**src/rtl/led_fader.sv**
```systemverilog
// led_fader: turns a binary LED target into a PWM "breathing" drive.
// Every edge of led_i becomes a linear brightness ramp of about FADE_MS
// milliseconds. The ramp can reverse mid-way and continues from the
// current level without jumping.
module led_fader #(
  parameter int unsigned FREQ     = 125_000_000,
  parameter int unsigned FADE_MS  = 250,
  parameter int unsigned PWM_BITS = 8
) (
  input  logic                clk_i,
  input  logic                rst_ni,
  input  logic                led_i,
  output logic                led_o,
  output logic [PWM_BITS-1:0] level_o,
  output logic                busy_o
);

  localparam int unsigned MAX = (1 << PWM_BITS) - 1;

  // Clock cycles between brightness steps so that MAX steps span FADE_MS.
  // The arithmetic is done in 64 bits so that large clocks times long fades
  // cannot overflow.
  localparam longint unsigned TICKS_TOTAL = (64'(FREQ) / 64'd1000) * 64'(FADE_MS);
  localparam longint unsigned STEP_RAW    = TICKS_TOTAL / 64'(MAX);
  localparam longint unsigned STEP_DIV    = (STEP_RAW == 64'd0) ? 64'd1 : STEP_RAW;
  localparam int              DIV_W       = (STEP_DIV > 64'd1) ? $clog2(STEP_DIV) : 1;

  localparam logic [DIV_W-1:0]    DIV_LAST  = DIV_W'(STEP_DIV - 64'd1);
  localparam logic [PWM_BITS-1:0] LEVEL_MAX = PWM_BITS'(MAX);
  localparam logic [PWM_BITS-1:0] PWM_LAST  = PWM_BITS'(MAX - 1);
  localparam logic [PWM_BITS-1:0] ONE       = PWM_BITS'(1);

  if (FREQ == 0) begin : g_bad_freq
    $error("led_fader: FREQ must be nonzero");
  end
  if (FADE_MS == 0) begin : g_bad_fade
    $error("led_fader: FADE_MS must be nonzero");
  end
  if (PWM_BITS < 2 || PWM_BITS > 16) begin : g_bad_bits
    $error("led_fader: PWM_BITS must be in 2..16");
  end

  typedef enum logic [1:0] {
    IDLE_LO = 2'd0,
    RISE    = 2'd1,
    IDLE_HI = 2'd2,
    FALL    = 2'd3
  } state_t;

  logic [1:0]          sync_q;
  logic                tgt;
  logic [DIV_W-1:0]    div_cnt;
  logic                tick;
  logic [PWM_BITS-1:0] pwm_cnt;
  logic [PWM_BITS-1:0] level;
  logic [PWM_BITS-1:0] level_next;
  state_t              state;
  state_t              state_next;
  logic                busy_q;
  logic                led_q;

  assign tgt  = sync_q[1];
  assign tick = (div_cnt == DIV_LAST);

  // Two-flop synchroniser bringing the asynchronous target level into clk_i.
  always_ff @(posedge clk_i or negedge rst_ni) begin
    if (!rst_ni) begin
      sync_q <= 2'b00;
    end else begin
      sync_q <= {sync_q[0], led_i};
    end
  end

  // Free-running step divider; tick fires on its last count.
  always_ff @(posedge clk_i or negedge rst_ni) begin
    if (!rst_ni) begin
      div_cnt <= '0;
    end else if (tick) begin
      div_cnt <= '0;
    end else begin
      div_cnt <= div_cnt + DIV_W'(1);
    end
  end

  // Ramp FSM: reversal takes priority over a coincident step, and the level
  // saturates at both ends instead of wrapping.
  always_comb begin
    state_next = state;
    level_next = level;
    case (state)
      IDLE_LO: begin
        if (tgt) state_next = RISE;
      end
      IDLE_HI: begin
        if (!tgt) state_next = FALL;
      end
      RISE: begin
        if (!tgt) begin
          state_next = FALL;
        end else if (tick) begin
          if (level != LEVEL_MAX) level_next = level + ONE;
          if (level >= LEVEL_MAX - ONE) state_next = IDLE_HI;
        end
      end
      FALL: begin
        if (tgt) begin
          state_next = RISE;
        end else if (tick) begin
          if (level != '0) level_next = level - ONE;
          if (level <= ONE) state_next = IDLE_LO;
        end
      end
      default: begin
        state_next = IDLE_LO;
      end
    endcase
  end

  // State, level and busy registers; busy reflects the state being entered
  // so it rises on the same edge the ramp starts.
  always_ff @(posedge clk_i or negedge rst_ni) begin
    if (!rst_ni) begin
      state  <= IDLE_LO;
      level  <= '0;
      busy_q <= 1'b0;
    end else begin
      state  <= state_next;
      level  <= level_next;
      busy_q <= (state_next == RISE) || (state_next == FALL);
    end
  end

  // PWM carrier counting 0..MAX-1 so level MAX gives a solid-on output.
  always_ff @(posedge clk_i or negedge rst_ni) begin
    if (!rst_ni) begin
      pwm_cnt <= '0;
    end else if (pwm_cnt == PWM_LAST) begin
      pwm_cnt <= '0;
    end else begin
      pwm_cnt <= pwm_cnt + ONE;
    end
  end

  // Registered PWM compare driving the LED pin.
  always_ff @(posedge clk_i or negedge rst_ni) begin
    if (!rst_ni) begin
      led_q <= 1'b0;
    end else begin
      led_q <= (pwm_cnt < level);
    end
  end

  assign led_o   = led_q;
  assign level_o = level;
  assign busy_o  = busy_q;

endmodule

```
**config.mk**
```make
export PLATFORM = sky130hd
export DESIGN_NAME = led_fader
export DESIGN_NICKNAME = d
export VERILOG_FILES = /design/src/rtl/led_fader.sv
export SDC_FILE = /design/constraint.sdc
export NUM_CORES = 1
export LEC_CHECK = 0
export ABC_AREA = 1
export BUFFER_PORTS_ARGS = -buffer_cell sky130_fd_sc_hd__buf_2
export CORE_MARGIN = 2
export CORE_UTILIZATION = 60
export CTS_CLUSTER_SIZE = 10
export DETAILED_ROUTE_END_ITERATION = 12
export GPL_ROUTABILITY_DRIVEN = 0
export PLACE_DENSITY = 0.78
export SLEW_MARGIN = 20
export SYNTH_ARGS = -nofsm -noshare
export SYNTH_HDL_FRONTEND = slang
export SYNTH_SLANG_ARGS = --single-unit
```
**constraint.sdc**
```tcl
create_clock -name clk_i -period 4.3 [get_ports clk_i]
set_input_delay 0.645 -clock clk_i [delete_from_list [all_inputs] [get_ports clk_i]]
set_output_delay 0.645 -clock clk_i [all_outputs]
set_load 0.05 [all_outputs]
```
==> results of run 1 <==
[final cells by class]
class | count | area, sq um | share of cell area
clock buffer | 6 | 72.57 | 0.02586
clock inverter | 2 | 60.06 | 0.02140
inverter | 46 | 172.7 | 0.06152
multi-input combinational | 270 | 1403 | 0.4998
sequential | 39 | 975.9 | 0.3477
tap | 50 | 62.56 | 0.02229
timing repair buffer | 12 | 60.06 | 0.02140
[report_power, final]
part	internal (mW)	switching, mW
Clock	0.232	0.132
Sequential	0.409	0.0765
Combinational	0.176	0.422
[cells in the mapped netlist, drive strengths merged, types with 2 or more instances]
cell | number | area (sq um)
a21oi | 16 | 80.08
buf | 2 | 10.01
dfrtp | 39 | 975.9
ha | 16 | 200.2
inv | 45 | 168.9
nand2 | 112 | 452.9
nand3 | 29 | 157.7
nand4 | 8 | 50.05
nor2 | 52 | 214.0
nor3 | 7 | 45.04
nor4 | 2 | 12.51
o21ai | 13 | 65.06
xnor2 | 3 | 26.28
xor2 | 8 | 70.07
[layout by cell type (no fill, tap or decap), drive strengths merged, types with 2 or more instances in the layout]
cell type | synthesis | layout
nand3 | 29 | 29
xnor2 | 3 | 3
nor4 | 2 | 2
clkbuf | 0 | 6
inv | 45 | 45
bufinv | 0 | 2
nor2 | 52 | 52
a21oi | 16 | 16
buf | 2 | 12
ha | 16 | 16
dfrtp | 39 | 39
nor3 | 7 | 7
nand4 | 8 | 8
xor2 | 8 | 8
nand2 | 112 | 112
o21ai | 13 | 13
[logic make-up after synthesis]
| family | share of synthesized area |
|---|---|
| AOI/OAI and AO/OA | 0.06791 |
| xor gates and xnor gates | 0.03762 |
| and+or+nand+nor | 0.3639 |
| buffers and inverters | 0.07132 |
| adders and majority gates | 0.07816 |
| DFF | 0.3810 |
[per-layer routing]
metal,global-route usage,wire length [microns]
met2,0.4167,2779
met4,0.09368,91
met3,0.04651,142
met5,0,0
met1,0.2754,2324
[flip-flops by register name, indices dropped and copies added (netlist names)]
name / count
level_o: 8
sync_q: 2
pwm_cnt: 8
busy_o: 1
div_cnt: 17
led_o: 1
state: 2
[metrics by stage]
| step | instances | area, sq um |
|---|---|---|
| 4_1_cts | 425 | 2806 |
| 3_5_place_dp | 417 | 2674 |
| 5_1_grt | 425 | 2806 |
| 2_1_floorplan | 357 | 2561 |
| 3_3_place_gp | 417 | 2674 |
| 6_report | 425 | 2806 |
[path summary, 6_finish.rpt]
check | endpoint | slack (ns) | depth (start not counted)
setup / recovery | level_o[2] | 2.46 | 1
hold / removal | sync_q[1] | 0.34 | 0
setup reg to reg | level_o[0] | 2.56 | 11
hold reg to reg | sync_q[1] | 0.34 | 0
max in group asynchronous | level_o[0] | 3.31 | 1
min in group asynchronous | div_cnt[1] | 0.44 | 1
==> impl_metrics.json, run 1 <==
{
  "ys.flop_type": "dfrtp_1",
  "area_growth_pct": 9.575,
  "min_path_type": "reg2reg",
  "worst_setup_path_end_kind": "primary output",
  "cap_violations": 0,
  "nFillCells": 327,
  "report.power.total_mw": 1.447,
  "min_from": "sync_q[0]",
  "grt_pass1_vias": 2119,
  "io_pins": 13,
  "grt_pass1_wl_mm": 9.094,
  "numClockSinks": 39,
  "r2r_start": "div_cnt[0]",
  "start_util": 0.6312,
  "route.detailed.drc": 0,
  "vias_per_cell": 5.386,
  "cp.required_ns": 3.65,
  "rsz0062_at_grt": "no",
  "die_w_microns": 69.34,
  "worst_slack_ns": 2.455,
  "clkTransAtPathRegs_ns": 0.08,
  "grt_usage": 0.2343,
  "finalSetupViolCount": 0,
  "synth_edf_count": 0,
  "synthCells": 357,
  "hold_buffers": 0,
  "finalHoldWorstSlack_ns": 0.3437,
  "power_density_nw_per_um2": 515.7,
  "critPathTopFamily": "flip-flops",
  "nNetsFinal": 393,
  "syn_area_sq_um": 2561,
  "ys_ff_latch": 39,
  "vias": 2289,
  "slowest_stage": "dfrtp_1",
  "htreeDepth": 2,
  "root_buffer": "clkbuf_8",
  "status": "complete, no violations",
  "worstSetupStartpointType": "flop",
  "cts_made_buffers": 5,
  "preCtsSetupSlack_ns": 2.569,
  "critPathKind": "reg2out",
  "synth_cell_types": 27,
  "final_core_util": 0.6916,
  "antenna_left": 0,
  "finalSetupTns_ns": 0,
  "critPathMaxStageDelay_ns": 0.57,
  "crit_arrival_ns": 1.20,
  "vdd_ir_drop_max_mv": 0.4653,
  "cp_max_fo": 11,
  "post_cts.repair.setup_buffers": 0,
  "wl_mm": 5.338,
  "ys_seq_area_frac": 0.3810,
  "io_buffers": 12,
  "path_cells": "buf_2",
  "fin_crit_ns": 1.845,
  "syn_nets": 376,
  "cts_tree": "done",
  "cp_num_buf_inv": 1,
  "dpl.hpwl_mm": 4.004,
  "async_flop_share": 1.000,
  "grt.overflow.total": 0,
  "syn_avg_cell_area_sq_um": 7.174,
  "dieArea_sq_um": 4807,
  "antenna_found_initial": 0,
  "yosys_warnings": 0,
  "slew_violations": 0,
  "slew_headroom": 0.4361,
  "worstMarginPinSlew_ns": 0.8458,
  "antenna_cells": 0,
  "final-hold-violation-count": 0,
  "dieHeight_microns": 69.34,
  "fin_skew_ns": 0.008269,
  "core-area_sq_um": 4058,
  "startpoint": "level_o[2]",
  "drt_iter0_markers": 138,
  "rows": 23,
  "drt-pass1-iter-count": 4,
  "post_drt_wl_per_cell_microns": 12.56,
  "fin_crit_sh": 0.4290,
  "grt_max_degree": 40,
  "clock_latency_ns": 0.30,
  "ctsResizeCount": 0,
  "p_leak_nw": 1.487,
  "fmax_mhz": 542.1,
  "drive_gt1_frac": 0.1120,
  "cts_buffer_depth": 2
}
Note: power is estimated with default switching activity, not from simulation.
==> inputs of run 2 (changes only) <==
CORE_UTILIZATION = 55   (was 60)
PLACE_DENSITY = 0.76   (was 0.78)
clock period = 1.5 ns   (was 4.3 ns; I/O delays follow)
==> run 2 against run 1 <==
Against the previous run: the flow now finishes with violations (setup timing); hold slack lost 0.31 ns; clock skew down 0.0047 ns; core utilization rose by 6.1 points; final area is 18% higher; critical path depth is 10 higher.
==> impl_metrics.json, run 2 (synthesis gave the netlist of run 1 again) <==
{
  "worst_setup_path_end_kind": "flop",
  "finalSetupViolCount": 15,
  "clkTransAtPathRegs_ns": 0.08,
  "post_drt_wl_per_cell_microns": 13.07,
  "p_leak_nw": 1.705,
  "wl_mm": 6.078,
  "start_util": 0.5802,
  "slew_violations": 0,
  "multiInputGateArea_sq_um": 1619,
  "min_path_type": "in2reg",
  "root_buffer": "clkbuf_8",
  "regMostFlops": "div_cnt",
  "drive_gt1_frac": 0.3002,
  "worstMarginPinSlew_ns": 0.5486,
  "violations": "setup timing",
  "grt_max_degree": 40,
  "die_w_microns": 72.24,
  "grt_usage": 0.2487,
  "cts_tree": "done",
  "vias": 2463,
  "layout_commonest_cell": "nand2_1",
  "numClockSinks": 39,
  "worstSetupStartpointType": "flop",
  "fmax_mhz": 619.9,
  "cap_violations": 0,
  "htreeDepth": 2,
  "finalSetupTns_ns": -1.035,
  "grt_pass1_wl_mm": 10.18,
  "clock_latency_ns": 0.30,
  "dieHeight_microns": 72.24,
  "largest_reg_flops": 17,
  "antenna_left": 0,
  "pwr-share-comb": 0.493,
  "power.share.clock": 0.204,
  "nFillCells": 324,
  "antenna_cells": 0,
  "fin_crit_ns": 1.613,
  "startpoint": "div_cnt[0]",
  "dieArea_sq_um": 5219,
  "path_cells": "inv_1 > ha_2 > nand2_2 > nor2_4 > nand2_4 > nor2_8 > nand3_4 > nand2_4 > nand2_8 > nand2_1 > nand2_1",
  "rows": 24,
  "route.detailed.drc": 0,
  "core-area_sq_um": 4414,
  "cts_made_buffers": 5,
  "grt.overflow.total": 0,
  "drt-pass1-iter-count": 4,
  "p_int_mw": 2.531,
  "final-hold-violation-count": 0,
  "p_seq_frac": 0.303,
  "drt_iter0_markers": 139,
  "antenna_found_initial": 0,
  "vias_per_cell": 5.297,
  "power_density_nw_per_um2": 1358,
  "cp_max_fo": 8,
  "io_buffers": 12,
  "slowest_stage": "dfrtp_1",
  "fin_crit_sh": 1.075,
  "cp.required_ns": 1.69,
  "area_growth_pct": 29.70,
  "worst_slack_ns": -0.1131,
  "swShare": 0.4389,
  "power_switching_mw": 1.980,
  "min_from": "led_i",
  "dpl.hpwl_mm": 4.348,
  "rsz0062_at_grt": "yes",
  "final-seq-area_sq_um": 985.9,
  "nNetsFinal": 431,
  "fin_skew_ns": 0.003553,
  "r2r_start": "div_cnt[0]",
  "grt_pass1_vias": 2310,
  "status": "finished with violations",
  "final_cell_mix": "nand2_1 (92), nor2_1 (42), inv_1 (32), dfrtp_1 (31), buf_4 (31)",
  "cts_buffer_depth": 2,
  "slew_headroom": 0.6343,
  "critPathKind": "reg2reg",
  "vdd_ir_drop_max_mv": 1.378,
  "critPathMaxStageDelay_ns": 0.39,
  "final_core_util": 0.7526,
  "io_pins": 13,
  "crit_arrival_ns": 1.81
}
-- run 2: cell types whose count changed in the layout (fill, tap and decap cells not counted), sizes merged --
cell / before / now
buf: 12 / 47
nand2: 112 / 114
bufinv: 2 / 1
clkinv: 1 / 2
dlygate4sd3: 0 / 1
-- run 2: per-layer routing --
metal	global-route usage	share of wire
met4	0.09644	0.021
met5	0	0
met2	0.4302	0.52
met1	0.3049	0.43
met3	0.05000	0.037
-- run 2: what timing repair did --
| item | in CTS | in global routing |
|---|---|---|
| buffers inserted | 3 | 5 |
| pin swaps | 9 | 16 |
| cloned | 2 | 0 |
| endpoints found under the hold margin | 39 | 0 |
| gates resized for setup | 16 | 38 |
| hold buffers | 1 | 0 |
| setup endpoints to repair | 15 | 26 |
-- run 2: critical path, delay by kind of cell, from the launching register on --
kind / cells / cell delay (ns)
simple gates: 9 / 0.85
fa+ha+maj: 1 / 0.18
buf+inv: 1 / 0.06
flops: 1 / 0.39
-- run 2: power by group through the flow --
| stage | Combinational (mW) | Clock, mW | Sequential [mW] |
|---|---|---|---|
| 4_1_cts | 2.06 | 0.934 | 1.35 |
| 2_1_floorplan | 1.05 | 0 | 1.68 |
| 5_1_grt | 2.43 | 0.968 | 1.39 |
| 6_report | 2.22 | 0.919 | 1.37 |
| 3_5_place_dp | 2.00 | 0 | 1.36 |
| 3_3_place_gp | 1.96 | 0 | 1.36 |
-- run 2: worst paths after layout --
kind | end | slack [ns] | depth (start not counted)
max in group asynchronous | level_o[3] | 0.87 | 3
hold / removal | sync_q[0] | 0.03 | 1
setup / recovery | level_o[7] | -0.11 | 11
hold reg to reg | sync_q[1] | 0.35 | 0
min in group asynchronous | sync_q[1] | 0.42 | 3
setup reg to reg | level_o[7] | -0.11 | 11
-- run 2: area by class of cell --
type                       instances  area share
multi-input combinational        272      0.4874
inverter                          46     0.05348
clock buffer                       6     0.02486
clock inverter                     2     0.01055
sequential                        39      0.2968
timing repair buffer              48      0.1073
tap                               52     0.01959
-- run 2: metrics by stage --
step | hold slack [ns] | instance area (sq um) | std cells | worst slack [ns] | total power [mW]
5_1_grt | 0.01980 | 3322 | 465 | -0.2122 | 4.790
2_1_floorplan | -0.07059 | 2576 | 357 | -0.01506 | 2.727
6_report | 0.02933 | 3322 | 465 | -0.1131 | 4.511
3_3_place_gp | 0.2074 | 2907 | 446 | -0.05896 | 3.326
4_1_cts | 0.02552 | 3119 | 460 | -0.07099 | 4.349
3_5_place_dp | 0.2100 | 2907 | 446 | -0.1288 | 3.369
==> inputs of run 3 (changes only) <==
SETUP_SLACK_MARGIN = 0.1   (was default)
==> run 3 against run 2 <==
Against the previous run: the run still ends with setup timing left; clock-buffer cell count unchanged; largest cell class unchanged; final area unchanged; non-clock buffer count increased by 4; hold slack got worse by 0.0011 ns; core utilization unchanged; flip-flop and latch count unchanged; total power increased by 2.2%; sequential power about the same; critical path depth unchanged; sequential share of layout area unchanged.
==> impl_metrics.json, run 3 (synthesis gave the netlist of run 1 again) <==
{
  "whs_endpoint": "sync_q[0]",
  "vias_per_cell": 5.403,
  "layout_commonest_cell": "nand2_1",
  "power_density_nw_per_um2": 1388,
  "core-area_sq_um": 4414,
  "fin_skew_ns": 0.006049,
  "dieArea_sq_um": 5219,
  "cap_violations": 0,
  "drt_iter0_markers": 130,
  "critPathTopFamily": "simple AND/OR/NAND/NOR gates",
  "grt_usage": 0.2438,
  "antenna_found_initial": 0,
  "fin_crit_ns": 1.656,
  "grt_pass1_wl_mm": 9.936,
  "numClockSinks": 39,
  "p_leak_nw": 1.727,
  "grt.overflow.total": 0,
  "violations": "setup timing",
  "area_growth_pct": 29.70,
  "worst_setup_path_end_kind": "flop",
  "slowest_stage": "dfrtp_1",
  "vias": 2534,
  "cp_max_fo": 6,
  "largest_reg_flops": 17,
  "nNetsFinal": 435,
  "r2r-end": "level_o[6]",
  "finalHoldWorstSlack_ns": 0.02820,
  "worst_slack_ns": -0.1560,
  "cts_tree": "done",
  "regMostFlops": "div_cnt",
  "min_path_type": "in2reg",
  "slew_violations": 0,
  "worstSetupStartpointType": "flop",
  "rsz0062_at_grt": "yes",
  "root_buffer": "clkbuf_8",
  "clock_latency_ns": 0.30,
  "vdd_ir_drop_max_mv": 1.523,
  "reg2reg_setup_slack_ns": -0.16,
  "htreeDepth": 2,
  "nFillCells": 339,
  "wl_mm": 6.346,
  "clkTransAtPathRegs_ns": 0.08,
  "fmax_mhz": 603.9,
  "status": "finished with violations",
  "post_drt_wl_per_cell_microns": 13.53,
  "start_util": 0.5802,
  "crit_arrival_ns": 1.89,
  "drive_gt1_frac": 0.2998,
  "critPathKind": "reg2reg",
  "min_from": "led_i",
  "cts_made_buffers": 5,
  "r2r_cells": 11,
  "antenna_cells": 0,
  "critPathMaxStageDelay_ns": 0.39,
  "r2r_start": "div_cnt[1]",
  "rows": 24,
  "path_common_cell": "nand2_4",
  "die_w_microns": 72.24,
  "slew_headroom": 0.7487,
  "cp_num_buf_inv": 2,
  "path_cells": "inv_1 > ha_2 > nand2_2 > nor2_4 > nand2_4 > nor2_8 > nand3_4 > nand2_4 > buf_4 > nand3_2 > nand2_1",
  "finalSetupViolCount": 14,
  "min_path_cells": 1,
  "grt_pass1_vias": 2288,
  "worstMarginPinSlew_ns": 0.3735,
  "final-hold-violation-count": 0,
  "dieHeight_microns": 72.24,
  "io_buffers": 12,
  "final_cell_mix": "nand2_1 (98), nor2_1 (41), buf_4 (34), inv_1 (32), dfrtp_1 (31)",
  "cts_buffer_depth": 2,
  "fin_crit_sh": 1.104,
  "post_dp_cell_area_sq_um": 2922,
  "finalInstanceArea_sq_um": 3322,
  "cp.required_ns": 1.73,
  "route.detailed.drc": 0,
  "antenna_left": 0,
  "grt_max_degree": 40,
  "io_pins": 13,
  "drt-pass1-iter-count": 4,
  "dpl.hpwl_mm": 4.318
}
run 3: timing repair:
action                                 CTS  global route
setup endpoints to repair               26            28
hold buffers                             1             0
buffers inserted                         6             4
pin swaps                                9            21
gates resized for setup                 14            34
endpoints found under the hold margin   39             0
cloned                                   2             0
run 3: cell type report:
type | instances | area, sq um | share of cell area
multi-input combinational | 272 | 1588 | 0.4780
timing repair buffer | 52 | 390.4 | 0.1175
clock inverter | 2 | 35.03 | 0.01055
sequential | 39 | 985.9 | 0.2968
tap | 52 | 65.06 | 0.01959
clock buffer | 6 | 82.58 | 0.02486
inverter | 46 | 175.2 | 0.05273
run 3: per-stage QoR:
stage / setup slack (ns) / utilization / setup TNS, ns / total power, mW / instances
finish: -0.1560 / 0.7526 / -1.535 / 4.609 / 469
global route: -0.2722 / 0.7526 / -3.487 / 4.868 / 469
CTS: -0.05905 / 0.7149 / -0.3937 / 4.443 / 465
detailed placement: -0.1264 / 0.6618 / -1.136 / 3.404 / 448
global placement: -0.05528 / 0.6618 / -0.4370 / 3.360 / 448
floorplan: -0.01506 / - / -0.1226 / 2.727 / 357
run 3: how the worst max path moves through the flow:
stage,start,end,cells past startpoint
2_1_floorplan,div_cnt[0],level_o[1],11
5_1_grt,div_cnt[1],level_o[7],11
4_1_cts,div_cnt[0],level_o[6],11
6_report,div_cnt[1],level_o[6],11
3_5_place_dp,div_cnt[0],level_o[2],11
3_3_place_gp,div_cnt[0],level_o[1],11
run 3: where the power goes:
| group | total (mW) | switching, mW | leakage (nW) | internal [mW] |
|---|---|---|---|---|
| registers | 1.34 | 0.149 | 0.483 | 1.19 |
| clock network | 0.922 | 0.384 | 0.0612 | 0.539 |
| logic | 2.35 | 1.50 | 1.18 | 0.851 |
run 3: worst reg2reg max path: cells and delay by family (launching register included):
family	cells	cell delay, ns
and+or+nand+nor	8	0.83
adders and majority gates	1	0.18
buffers and inverters	2	0.19
DFF	1	0.39
run 3: per-layer routing:
metal	track usage	vias up	part of all wire
li1	-	1260	-
met1	0.3033	1166	0.42
met2	0.4108	85	0.51
met3	0.04583	23	0.043
met4	0.1111	0	0.033
met5	0	-	0
